===== src/rtl/simple_processor_pkg.sv =====
// Shared types and constants for the simple processor decode/issue path.
// Defines the instruction field layout, opcode values and the issue entry record.
package simple_processor_pkg;

  localparam int DATAWIDTH = 32;
  localparam int REG_AW    = 5;
  localparam int IMM_W     = 6;
  localparam int ILL_CNT_W = 8;

  localparam int OPC_LSB = 0;
  localparam int OPC_MSB = 3;
  localparam int RD_LSB  = 4;
  localparam int RD_MSB  = 8;
  localparam int RS1_LSB = 9;
  localparam int RS1_MSB = 13;
  localparam int RS2_LSB = 14;
  localparam int RS2_MSB = 18;
  localparam int IMM_LSB = 19;
  localparam int IMM_MSB = 24;

  localparam logic [3:0] OPC_AND  = 4'd0;
  localparam logic [3:0] OPC_OR   = 4'd1;
  localparam logic [3:0] OPC_XOR  = 4'd2;
  localparam logic [3:0] OPC_NOT  = 4'd3;
  localparam logic [3:0] OPC_ADDI = 4'd4;
  localparam logic [3:0] OPC_ADD  = 4'd5;
  localparam logic [3:0] OPC_SUB  = 4'd6;
  localparam logic [3:0] OPC_SLL  = 4'd7;
  localparam logic [3:0] OPC_SLLI = 4'd8;
  localparam logic [3:0] OPC_SLR  = 4'd9;
  localparam logic [3:0] OPC_SLRI = 4'd10;

  typedef enum logic [3:0] {
    FUNC_AND  = 4'd0,
    FUNC_OR   = 4'd1,
    FUNC_XOR  = 4'd2,
    FUNC_NOT  = 4'd3,
    FUNC_ADDI = 4'd4,
    FUNC_ADD  = 4'd5,
    FUNC_SUB  = 4'd6,
    FUNC_SLL  = 4'd7,
    FUNC_SLLI = 4'd8,
    FUNC_SLR  = 4'd9,
    FUNC_SLRI = 4'd10
  } func_t;

  typedef struct packed {
    func_t                 func;
    logic [IMM_W-1:0]      imm;
    logic [REG_AW-1:0]     rd;
    logic [DATAWIDTH-1:0]  rs1_data;
    logic [DATAWIDTH-1:0]  rs2_data;
  } issue_entry_t;

endpackage


===== src/rtl/instr_decode_issue_decoder.sv =====
// Purely combinational field extraction and opcode decode.
// Opcodes outside the defined set are reported as illegal.
module instr_decoder
  import simple_processor_pkg::*;
(
  input  logic [IMM_MSB:0]    instr_i,
  output func_t               func_o,
  output logic [IMM_W-1:0]    imm_o,
  output logic [REG_AW-1:0]   rd_o,
  output logic [REG_AW-1:0]   rs1_addr_o,
  output logic [REG_AW-1:0]   rs2_addr_o,
  output logic                illegal_o
);

  logic [3:0] opcode_s;

  assign opcode_s   = instr_i[OPC_MSB:OPC_LSB];
  assign imm_o      = instr_i[IMM_MSB:IMM_LSB];
  assign rd_o       = instr_i[RD_MSB:RD_LSB];
  assign rs1_addr_o = instr_i[RS1_MSB:RS1_LSB];
  assign rs2_addr_o = instr_i[RS2_MSB:RS2_LSB];

  // Opcode to function mapping; unmapped opcodes raise the illegal flag.
  always_comb begin
    func_o    = FUNC_AND;
    illegal_o = 1'b0;
    case (opcode_s)
      OPC_AND:  func_o = FUNC_AND;
      OPC_OR:   func_o = FUNC_OR;
      OPC_XOR:  func_o = FUNC_XOR;
      OPC_NOT:  func_o = FUNC_NOT;
      OPC_ADDI: func_o = FUNC_ADDI;
      OPC_ADD:  func_o = FUNC_ADD;
      OPC_SUB:  func_o = FUNC_SUB;
      OPC_SLL:  func_o = FUNC_SLL;
      OPC_SLLI: func_o = FUNC_SLLI;
      OPC_SLR:  func_o = FUNC_SLR;
      OPC_SLRI: func_o = FUNC_SLRI;
      default: begin
        func_o    = FUNC_AND;
        illegal_o = 1'b1;
      end
    endcase
  end

endmodule


===== src/rtl/instr_decode_issue.sv =====
// Decode/issue stage: decodes fetched instructions, captures register operands and
// issues them to the EU through a 2-entry elastic buffer (output reg + skid reg).
module instr_decode_issue
  import simple_processor_pkg::*;
(
  input  logic                  clk_i,
  input  logic                  arst_ni,
  input  logic [31:0]           instr_i,
  input  logic                  instr_valid_i,
  output logic                  instr_ready_o,
  input  logic                  flush_i,
  output logic [REG_AW-1:0]     rs1_addr_o,
  output logic [REG_AW-1:0]     rs2_addr_o,
  input  logic [DATAWIDTH-1:0]  rs1_data_i,
  input  logic [DATAWIDTH-1:0]  rs2_data_i,
  output logic                  issue_valid_o,
  input  logic                  issue_ready_i,
  output func_t                 func_o,
  output logic [IMM_W-1:0]      imm_o,
  output logic [REG_AW-1:0]     rd_addr_o,
  output logic [DATAWIDTH-1:0]  rs1_data_o,
  output logic [DATAWIDTH-1:0]  rs2_data_o,
  output logic                  illegal_o,
  output logic [ILL_CNT_W-1:0]  ill_count_o
);

  func_t                 dec_func_s;
  logic [IMM_W-1:0]      dec_imm_s;
  logic [REG_AW-1:0]     dec_rd_s;
  logic                  dec_illegal_s;
  logic                  unused_hi_s;

  issue_entry_t          new_entry_s;
  issue_entry_t          out_entry_r, out_entry_n;
  issue_entry_t          skid_entry_r, skid_entry_n;
  logic                  out_valid_r, out_valid_n;
  logic                  skid_valid_r, skid_valid_n;
  logic                  illegal_r, illegal_n;
  logic [ILL_CNT_W-1:0]  ill_cnt_r, ill_cnt_n;

  logic                  accept_s;
  logic                  load_s;
  logic                  out_free_s;

  instr_decoder u_decoder (
    .instr_i    (instr_i[IMM_MSB:0]),
    .func_o     (dec_func_s),
    .imm_o      (dec_imm_s),
    .rd_o       (dec_rd_s),
    .rs1_addr_o (rs1_addr_o),
    .rs2_addr_o (rs2_addr_o),
    .illegal_o  (dec_illegal_s)
  );

  // Bits [31:25] carry no meaning for this ISA.
  assign unused_hi_s = ^instr_i[31:IMM_MSB+1];

  assign new_entry_s = '{func: dec_func_s, imm: dec_imm_s, rd: dec_rd_s,
                         rs1_data: rs1_data_i, rs2_data: rs2_data_i};

  assign instr_ready_o = ~skid_valid_r;
  assign accept_s      = instr_valid_i & ~skid_valid_r & ~flush_i;
  assign load_s        = accept_s & ~dec_illegal_s;
  assign out_free_s    = ~out_valid_r | issue_ready_i;

  // Buffer next state: skid always drains before a new entry may enter the output slot.
  always_comb begin
    out_valid_n  = out_valid_r;
    out_entry_n  = out_entry_r;
    skid_valid_n = skid_valid_r;
    skid_entry_n = skid_entry_r;
    if (flush_i) begin
      out_valid_n  = 1'b0;
      skid_valid_n = 1'b0;
    end else if (out_free_s) begin
      if (skid_valid_r) begin
        out_valid_n  = 1'b1;
        out_entry_n  = skid_entry_r;
        skid_valid_n = 1'b0;
      end else if (load_s) begin
        out_valid_n = 1'b1;
        out_entry_n = new_entry_s;
      end else begin
        out_valid_n = 1'b0;
      end
    end else if (load_s) begin
      skid_valid_n = 1'b1;
      skid_entry_n = new_entry_s;
    end else begin
      skid_valid_n = skid_valid_r;
    end
  end

  // Illegal pulse and saturating counter next state.
  always_comb begin
    illegal_n = accept_s & dec_illegal_s;
    if (illegal_n && (ill_cnt_r != {ILL_CNT_W{1'b1}})) begin
      ill_cnt_n = ill_cnt_r + {{(ILL_CNT_W-1){1'b0}}, 1'b1};
    end else begin
      ill_cnt_n = ill_cnt_r;
    end
  end

  // State registers.
  always_ff @(posedge clk_i or negedge arst_ni) begin
    if (!arst_ni) begin
      out_valid_r  <= 1'b0;
      skid_valid_r <= 1'b0;
      out_entry_r  <= '0;
      skid_entry_r <= '0;
      illegal_r    <= 1'b0;
      ill_cnt_r    <= {ILL_CNT_W{1'b0}};
    end else begin
      out_valid_r  <= out_valid_n;
      skid_valid_r <= skid_valid_n;
      out_entry_r  <= out_entry_n;
      skid_entry_r <= skid_entry_n;
      illegal_r    <= illegal_n;
      ill_cnt_r    <= ill_cnt_n;
    end
  end

  assign issue_valid_o = out_valid_r;
  assign func_o        = out_entry_r.func;
  assign imm_o         = out_entry_r.imm;
  assign rd_addr_o     = out_entry_r.rd;
  assign rs1_data_o    = out_entry_r.rs1_data;
  assign rs2_data_o    = out_entry_r.rs2_data;
  assign illegal_o     = illegal_r;
  assign ill_count_o   = ill_cnt_r;

endmodule


===== config.mk =====
export PLATFORM = sky130hd
export DESIGN_NAME = instr_decode_issue
export DESIGN_NICKNAME = d
export VERILOG_FILES = /design/src/rtl/simple_processor_pkg.sv /design/src/rtl/instr_decode_issue_decoder.sv /design/src/rtl/instr_decode_issue.sv
export SDC_FILE = /design/constraint.sdc
export NUM_CORES = 1
export LEC_CHECK = 0
export ABC_AREA = 1
export CORE_ASPECT_RATIO = 0.75
export CORE_MARGIN = 2
export CORE_UTILIZATION = 43
export CTS_BUF_LIST = sky130_fd_sc_hd__clkbuf_8
export DETAILED_ROUTE_END_ITERATION = 10
export PLACE_DENSITY = 0.8
export SKIP_CTS_REPAIR_TIMING = 1
export SLEW_MARGIN = 20
export SYNTH_ARGS = -nofsm -noshare
export SYNTH_HDL_FRONTEND = slang
export SYNTH_SLANG_ARGS = --single-unit

===== constraint.sdc =====
create_clock -name clk_i -period 3.99 [get_ports clk_i]
set_input_delay 0.399 -clock clk_i [delete_from_list [all_inputs] [get_ports clk_i]]
set_output_delay 0.399 -clock clk_i [all_outputs]
set_load 0.02 [all_outputs]

==> results of run 1 <==
-- per-layer routing --
layer	wire length (um)	global-route usage, %
met1	8800	27.5
met2	9280	34.6
met3	1240	4.80
met4	541	8.41
met5	0	0
-- power breakdown --
part / total (mW) / leakage, nW / internal [mW] / switching, mW
Clock: 1.27 / 0.199 / 0.589 / 0.678
Sequential: 2.27 / 2.17 / 2.06 / 0.211
Combinational: 1.23 / 2.38 / 0.571 / 0.659
-- flip-flops by register name, summed over array words and instances (netlist names) --
register and count:
imm_o 6, skid_entry_r 79, rd_addr_o 5, ill_count_o 8, rs2_data_o 32, skid_valid_r 1, issue_valid_o 1, rs1_data_o 32
illegal_o 1, func_o 4
-- kinds of logic (layout without fill, tap and decap cells) --
family / count (synthesis) / in the layout
XOR/XNOR: 6 / 6
adder cells (fa/ha/maj): 1 / 1
buffers and inverters: 166 / 303
AND/OR/NAND/NOR: 453 / 453
AO/OA/AOI/OAI: 159 / 159
flip-flops: 169 / 169
-- worst min path at each step --
stage / start / endpoint / slack [ns] / cells after the start
floorplan: arst_ni / func_o[0] / 0.10 / 0
global placement: rs2_data_o[4] / rs2_data_o[4] / 0.45 / 2
detailed placement: rd_addr_o[4] / rd_addr_o[4] / 0.46 / 2
CTS: arst_ni / rs1_data_o[22] / 0.06 / 1
global route: arst_ni / ill_count_o[2] / 0.08 / 1
finish: arst_ni / rs1_data_o[22] / 0.02 / 1
-- cell usage after synthesis --
library cell / count / area [sq um]
inv_4: 1 / 6.26
nor2_1: 7 / 26.3
o21ai_1: 74 / 370
xnor2_1: 2 / 17.5
o21ai_0: 84 / 420
nor3_1: 1 / 5.00
clkbuf_1: 30 / 113
buf_4: 12 / 90.1
nand3_2: 1 / 10.0
inv_2: 2 / 7.51
clkinv_4: 1 / 8.76
nand2_1: 353 / 1330
dfrtp_1: 169 / 4230
a21oi_1: 1 / 5.00
inv_1: 85 / 319
buf_6: 9 / 101
nand2_2: 1 / 6.26
buf_1: 1 / 3.75
ha_1: 1 / 12.5
buf_2: 25 / 125
nand2_4: 1 / 11.3
nand3_4: 1 / 17.5
nor2_4: 1 / 11.3
nand3_1: 8 / 40.0
xor2_1: 4 / 35.0
nand4_1: 79 / 494
-- worst max-delay path: cells and delay by family (launching register included) --
| kind | cells | cell delay [ns] |
|---|---|---|
| buffers and inverters | 4 | 1.01 |
| and+or+nand+nor | 4 | 0.41 |
| AOI/OAI and AO/OA | 1 | 0.10 |
| DFF | 1 | 0.86 |
-- cell type report --
class | instances | area (sq um) | share of cell area (%)
Sequential cell | 169 | 4230 | 42.7
Multi-Input combinational cell | 619 | 2810 | 28.3
Timing Repair Buffer | 182 | 1810 | 18.3
Inverter | 89 | 342 | 3.45
Tap cell | 242 | 303 | 3.06
Clock buffer | 18 | 248 | 2.50
Clock inverter | 14 | 160 | 1.62
==> run metrics, run 1 <==
n_diodes 0; most frequent cells in the layout nand2_1 (353), clkdlybuf4s50_1 (172), dfrtp_1 (168), inv_1 (84), o21ai_0 (84); routed wire length 19900 um; PnR Total Power 4.77 mW; total grt overflow 0; setup slack after layout 1.41 ns; flop2flop setup slack 1.41 ns; nature of the critical path startpoint flop; buffer depth of the longest clock path 2; H-tree levels 4; Crit Path Max Fanout about 110; antenna violations before repair 0; Worst-Skew Late Latency 0.46 ns; r2r endpoint skid_entry_r[38]; synthesized area 7810 sq um; Top Ports about 200; CP Cell Sequence clkinv_4 -> nand3_2 -> inv_2 -> nand2_2 -> nor2_4 -> inv_4 -> buf_12 -> nand2_1 -> o21ai_1; Max-Cap Viols 0; dpl hpwl 12200 um; max_slew headroom roughly 28%; Die Y 121 um; fillers 1594; leakage power 4.75 nW; Critical Path AT 2.96 ns; Layout Cells excl Fill 1333; drt initial violations 557; vias per cell about 5; most common cell after layout, fill and taps aside nand2_1; Tot GR Track Use roughly a fifth; final hold vios 0; Critical R2R Launch skid_valid_r; post-synthesis simple-gate area fraction 24.9%; Setup CP Type flop to flop; clock sink count 169; Critical-path top delay cell dfrtp_4; outcome finished clean; placed cell areas ~9500 sq um; DRC 0; Clk pin slew, worst setup/hold paths around 0.10 ns; Worst setup EP type flop; Worst-Margin Slew 1.07 ns; f_max 387 MHz; Seq cells post-synth 169; Syn Nets roughly 1100; fin nets ~1200; register area share after synthesis a little over half; combinational family with the most area after synthesis simple AND/OR/NAND/NOR gates; Placed Cells roughly 1300; vias 6859; DRT antenna net count 0; Avg Synthesized Cell Area approximately 8 sq um; mux cell area share after synthesis 0%; RSZ-0062 raised after global routing false; post-route cell area between 9000 and 10000 sq um; TritonCTS clock tree done; row count 42; first-pass GRT wire length 32600 um; XOR/XNOR Fraction of Synth Area less than 1%; DR pass1 iterations 6; cells after synthesis 954; Distinct cells, synth 26; Worst Clk Skew 0.00989 ns; clock root cell clkbuf_8; Die X 160 um; cell area power density 482 nW/um^2; Worst Hold Class input pin to async pin; Starting Density 44.1%; Synth-to-Final Area Change 26.8%; Syn. warnings 0; CTS Buf Count 17; pre-CTS setup slack 1.26 ns; TNS Setup 0 ns; peak supply drop 234 uV; fin crit period roughly 2.6 ns; vias in the first global route 6448; Final Setup Violations 0; CP max stage delay around 0.86 ns; Worst EP required approximately 4.4 ns; R2R depth 9; largest net degree at the start of global routing around 120; Adder-Cell Fraction of Synth Area less than 1%; Slew Viols, Final 0; share of cells above drive strength 1 between 4 and 5%; GPL Wtd Cong 0.810; fin util between 50% and 60%; Tcrit/Tclk final 64.7%; Min Hold Slack 0.0234 ns; Die ar. 19300 sq um; input/output buffers 173; Setup crit end skid_entry_r[38]; Synth Area in Compound Gates 10.2%; core area between 15000 and 20000 sq um; Avg WL per Cell between 10 and 15 um; CP Launch Point skid_valid_r
No activity file was read; power rests on OpenSTA's default activity.
==> run 2, diff against run 1 <==
--- a/config.mk
+++ b/config.mk
@@ -11,7 +11,7 @@
 export CORE_UTILIZATION = 43
 export CTS_BUF_LIST = sky130_fd_sc_hd__clkbuf_8
 export DETAILED_ROUTE_END_ITERATION = 10
-export PLACE_DENSITY = 0.8
+export PLACE_DENSITY = 0.83
 export SKIP_CTS_REPAIR_TIMING = 1
 export SLEW_MARGIN = 20
 export SYNTH_ARGS = -nofsm -noshare
==> constraint.sdc (replaced) <==
create_clock -name clk_i -period 2.2 [get_ports clk_i]
set_input_delay 0.22 -clock clk_i [delete_from_list [all_inputs] [get_ports clk_i]]
set_output_delay 0.22 -clock clk_i [all_outputs]
set_load 0.02 [all_outputs]
==> run 2 against run 1 <==
  * Global-route usage is 0.24 points lower
  * Sequential share of layout area shrank 0.93 points
  * Power grew 83%
  * Non-clock buffer count grew 9
  * Hold slack gained 0.26 ns
  * Largest power group unchanged
  * Critical endpoint is now instr_ready_o
==> run metrics, run 2 (synthesized netlist as in run 1, its figures left out) <==
outcome finished clean; cell area power density 864 nW/um^2; Critical Path AT ~1.7 ns; Top Ports 201; clock root cell clkbuf_8; r2r endpoint ill_count_o[7]; Worst path depth 2; Worst Clk Skew 0.0123 ns; TritonCTS clock tree done; drt initial violations a little under 600; share of cells above drive strength 1 5.36%; Final Setup Violations 0; Crit Path Max Fanout 8; RSZ-0062 raised after global routing false; fin crit period 1.93 ns; DR pass1 iterations 5; R2R depth 6; register area 4230 sq um; Starting Density roughly 44%; DRC 0; CP Cell Sequence clkinv_4 -> clkdlybuf4s50_1; Largest delay share family, worst path buffers and inverters; core area about 18000 sq um; vias per cell 5.09; buffer depth of the longest clock path 2; CTS Buf Count 17; multi-input logic area roughly 2800 sq um; Worst setup EP type primary output; Largest register FFs approximately 80; Worst-Margin Slew approximately 0.68 ns; Tot GR Track Use 20.9%; Critical-path top delay cell clkdlybuf4s50_1; TNS Setup 0 ns; CP max stage delay ~0.66 ns; antenna violations before repair 0; flop2flop setup slack 0.31 ns; first-pass GRT wire length 32400 um; vias between 6000 and 7000; clock sink count 169; fillers ~1600; H-tree levels 4; Slew Viols, Final 0; total grt overflow 0; n_diodes 0; Die Y 121 um; Critical R2R Launch ill_count_o[0]; nature of the critical path startpoint flop; Min Hold Slack 0.286 ns; most common cell after layout, fill and taps aside nand2_1; vias in the first global route approximately 6400; Tcrit/Tclk final 87.7%; GPL Wtd Cong 0.850; Clk pin slew, worst setup/hold paths 0.09 ns; dpl hpwl 12600 um; DRT antenna net count 0; largest net degree at the start of global routing 154; Buf+Inv Stages, Crit Path 2; most frequent cells in the layout nand2_1 (353), clkdlybuf4s50_1 (172), dfrtp_1 (168), inv_1 (86), o21ai_0 (83); CP Launch Point skid_valid_r; Worst-Skew Late Latency 0.45 ns; input/output buffers 173; max_slew headroom 54.4%; Max-Cap Viols 0; Synth-to-Final Area Change 29.6%; Die ar. 19300 sq um; routed wire length 19400 um; final hold vios 0; Worst Hold Class input pin to async pin; f_max around 520 MHz; peak supply drop 401 uV; Avg WL per Cell 14.4 um; Largest Register skid_entry_r; Worst EP required 1.98 ns; leakage power ~4.9 nW; fin nets about 1200; Die X 160 um; row count 42; Setup CP Type flop to primary output
==> run 2: metal layers <==
metal | wire [um] | track usage (%)
met5 | 0 | 0
met1 | 8780 | 28.6
met2 | 8810 | 32.1
met3 | 1280 | 5.80
met4 | 520 | 7.50
==> run 2: cell type report <==
type                    instances  area share, %
flip-flops and latches        169           41.8
well taps                     242           2.99
multi-input cells             619           27.7
clock buffers                  21           2.85
repair buffers                191           19.8
inverters                      89           3.37
clock inverters                11           1.43
==> run 2: worst max path at each step <==
stage / end
2_1_floorplan: skid_entry_r[10]
3_3_place_gp: ill_count_o[4]
3_5_place_dp: ill_count_o[7]
4_1_cts: ill_count_o[1]
5_1_grt: ill_count_o[1]
6_report: instr_ready_o
==> run 2: stage by stage <==
| step | instances | cell area (sq um) | power [mW] | utilization [%] | setup WS [ns] |
|---|---|---|---|---|---|
| after CTS | 1341 | 10100 | 8.84 | 57.1 | 0.0332 |
| after global placement | 1309 | 9680 | 6.37 | 54.7 | 0.112 |
| after detailed placement | 1309 | 9680 | 6.45 | 54.7 | 0.0311 |
| after floorplan | 954 | 7810 | 5.27 | - | 0.688 |
| final | 1342 | 10100 | 8.75 | 57.2 | 0.271 |
| after global routing | 1342 | 10100 | 9.28 | 57.2 | 0.111 |
==> run 2: where the power goes <==
| part | leakage (nW) | internal [mW] | switching, mW |
|---|---|---|---|
| clock | 0.225 | 1.25 | 1.13 |
| combinational | 2.47 | 1.06 | 1.19 |
| sequential | 2.17 | 3.74 | 0.380 |
==> run 3, diff against run 2 <==
--- a/config.mk
+++ b/config.mk
@@ -6,12 +6,11 @@
 export NUM_CORES = 1
 export LEC_CHECK = 0
 export ABC_AREA = 1
-export CORE_ASPECT_RATIO = 0.75
 export CORE_MARGIN = 2
-export CORE_UTILIZATION = 43
+export CORE_UTILIZATION = 46
 export CTS_BUF_LIST = sky130_fd_sc_hd__clkbuf_8
 export DETAILED_ROUTE_END_ITERATION = 10
-export PLACE_DENSITY = 0.83
+export PLACE_DENSITY = 0.87
 export SKIP_CTS_REPAIR_TIMING = 1
 export SLEW_MARGIN = 20
 export SYNTH_ARGS = -nofsm -noshare
==> run 3 against run 2 <==
  * Fmax is 0.81% higher
  * Critical path depth stayed put
  * Sequential share of layout area is 0.41 points higher
  * Sequential cell count stayed put
  * Utilization is 3.3 points higher
  * Clock power is 5% lower
  * Register-to-register slack better by 0.12 ns
  * Clock skew is 0.00055 ns lower
  * Non-clock buffer count is 2 lower
  * Via count is 0.70% lower
  * Power is 1.6% lower
  * Largest cell class unchanged
==> run metrics, run 3 (synthesized netlist as in run 1, its figures left out) <==
met3 GRT Util around 3.8%; fin util 60.5%; Buf+Inv Stages, Crit Path 2; Setup CP Type flop to primary output; Die Y 134 um; final hold vios 0; antenna violations before repair 1; dpl hpwl 11700 um; Die X around 130 um; Avg WL per Cell 14.1 um; Max-Cap Viols 0; DR pass1 iterations 5; core area around 17000 sq um; GPL Wtd Cong 0.759; Critical Path AT 1.69 ns; Slew Viols, Final 0; f_max about 520 MHz; vias in the first global route 6353; leakage power 4.82 nW; fin nets 1187; routed wire length roughly 19000 um; Largest Register skid_entry_r; n_diodes 0; CTS Buf Count 17; drt initial violations 584; Worst-Skew Late Latency 0.44 ns; CP Cell Sequence clkinv_4 -> clkdlybuf4s50_1; cell area power density ~860 nW/um^2; Largest register FFs 79; nature of the critical path startpoint flop; share of cells above drive strength 1 5.37%; clock root cell clkbuf_8; most used routing layer met2; DRC 0; total grt overflow 0; Worst setup EP type primary output; outcome finished clean; placed cell areas ~9600 sq um; most frequent cells in the layout nand2_1 (353), clkdlybuf4s50_1 (172), dfrtp_1 (168), inv_1 (84), o21ai_0 (84); Worst Hold Class input pin to async pin; clock sink count 169; vias per cell 5.14; TritonCTS clock tree done; largest net degree at the start of global routing 154; DRT antenna net count 0; Worst Clk Skew 0.0117 ns; peak supply drop 452 uV; Worst-Margin Slew 0.622 ns; row count 47; met2 GRT Util 33.3%; Min Hold Slack ~0.18 ns; input/output buffers 173; Synth-to-Final Area Change 28.4%; Starting Density between 40 and 50%; Tot GR Track Use 21.3%; Top Ports around 200; RSZ-0062 raised after global routing false; met1 Use GR 29.1%; TNS Setup 0 ns; Critical-path top delay cell clkdlybuf4s50_1; PnR Total Power 8.61 mW; first-pass GRT wire length 31000 um; buffer depth of the longest clock path 2; H-tree levels 4; Largest delay share family, worst path buffers and inverters; fin crit period 1.91 ns; Worst EP required 1.98 ns; max_slew headroom between 50% and 60%; Clk pin slew, worst setup/hold paths approximately 0.09 ns; post-route cell area 10000 sq um; most common cell after layout, fill and taps aside nand2_1; Tcrit/Tclk final 87.0%; Final Setup Violations 0; vias 6778; CP max stage delay 0.65 ns; Die ar. 18000 sq um; Crit Path Max Fanout 8
-- run 3: changes by cell type in the layout (fill, tap and decap cells not counted) --
cell	delta
clkinvlp_4	+3
buf_12	-2
clkbuf_8	-2
clkinv_2	+2
clkinv_4	-2
inv_1	-2
bufinv_16	-1
inv_6	+1
inv_8	+1
o21ai_0	+1
o21ai_1	-1
-- run 3: layout make-up --
type	count	area (sq um)
flip-flops and latches	169	4230
repair buffers	189	1970
multi-input cells	619	2810
clock inverters	13	143
fillers	1394	6550
well taps	220	275
inverters	89	342
clock buffers	19	262
-- run 3: worst register-to-register path: cells and delay by family, from the launching register on --
family,cells,cell delay (ns)
flip-flops,1,0.44
AND/OR/NAND/NOR,3,0.25
AO/OA/AOI/OAI,1,0.49
adder cells (fa/ha/maj),1,0.24
buffers and inverters,1,0.24
-- run 3: path summary, 6_finish.rpt --
check	slack, ns	cells past startpoint	end	start
max	0.29	2	instr_ready_o	skid_valid_r
min	0.18	2	rs1_data_o[17]	arst_ni
max reg2reg	0.43	6	ill_count_o[1]	ill_count_o[0]
min reg2reg	0.47	2	rs2_data_o[7]	rs2_data_o[7]
max in group asynchronous	1.31	3	skid_valid_r	arst_ni
min in group clk_i	0.33	3	skid_entry_r[28]	rs2_data_i[28]
-- run 3: power by group --
group | internal, mW | total (mW) | leakage, nW | switching (mW)
clock network | 1.08 | 2.25 | 0.196 | 1.17
logic | 1.06 | 2.24 | 2.45 | 1.18
registers | 3.74 | 4.12 | 2.17 | 0.380
total | 5.88 | 8.61 | 4.82 | 2.73
-- run 3: layer usage --
metal	up-vias	routed length, um
met2	247	8840
met1	3164	8100
li1	3326	-
met3	39	1050
met4	2	534
met5	-	13
-- run 3: per-stage QoR --
| stage | worst slack (ns) | std cells |
|---|---|---|
| final | 0.287 | 1318 |
| after global routing | 0.177 | 1318 |
| after CTS | 0.251 | 1317 |
| after detailed placement | 0.199 | 1285 |
| after global placement | 0.243 | 1285 |
| after floorplan | 0.688 | 954 |
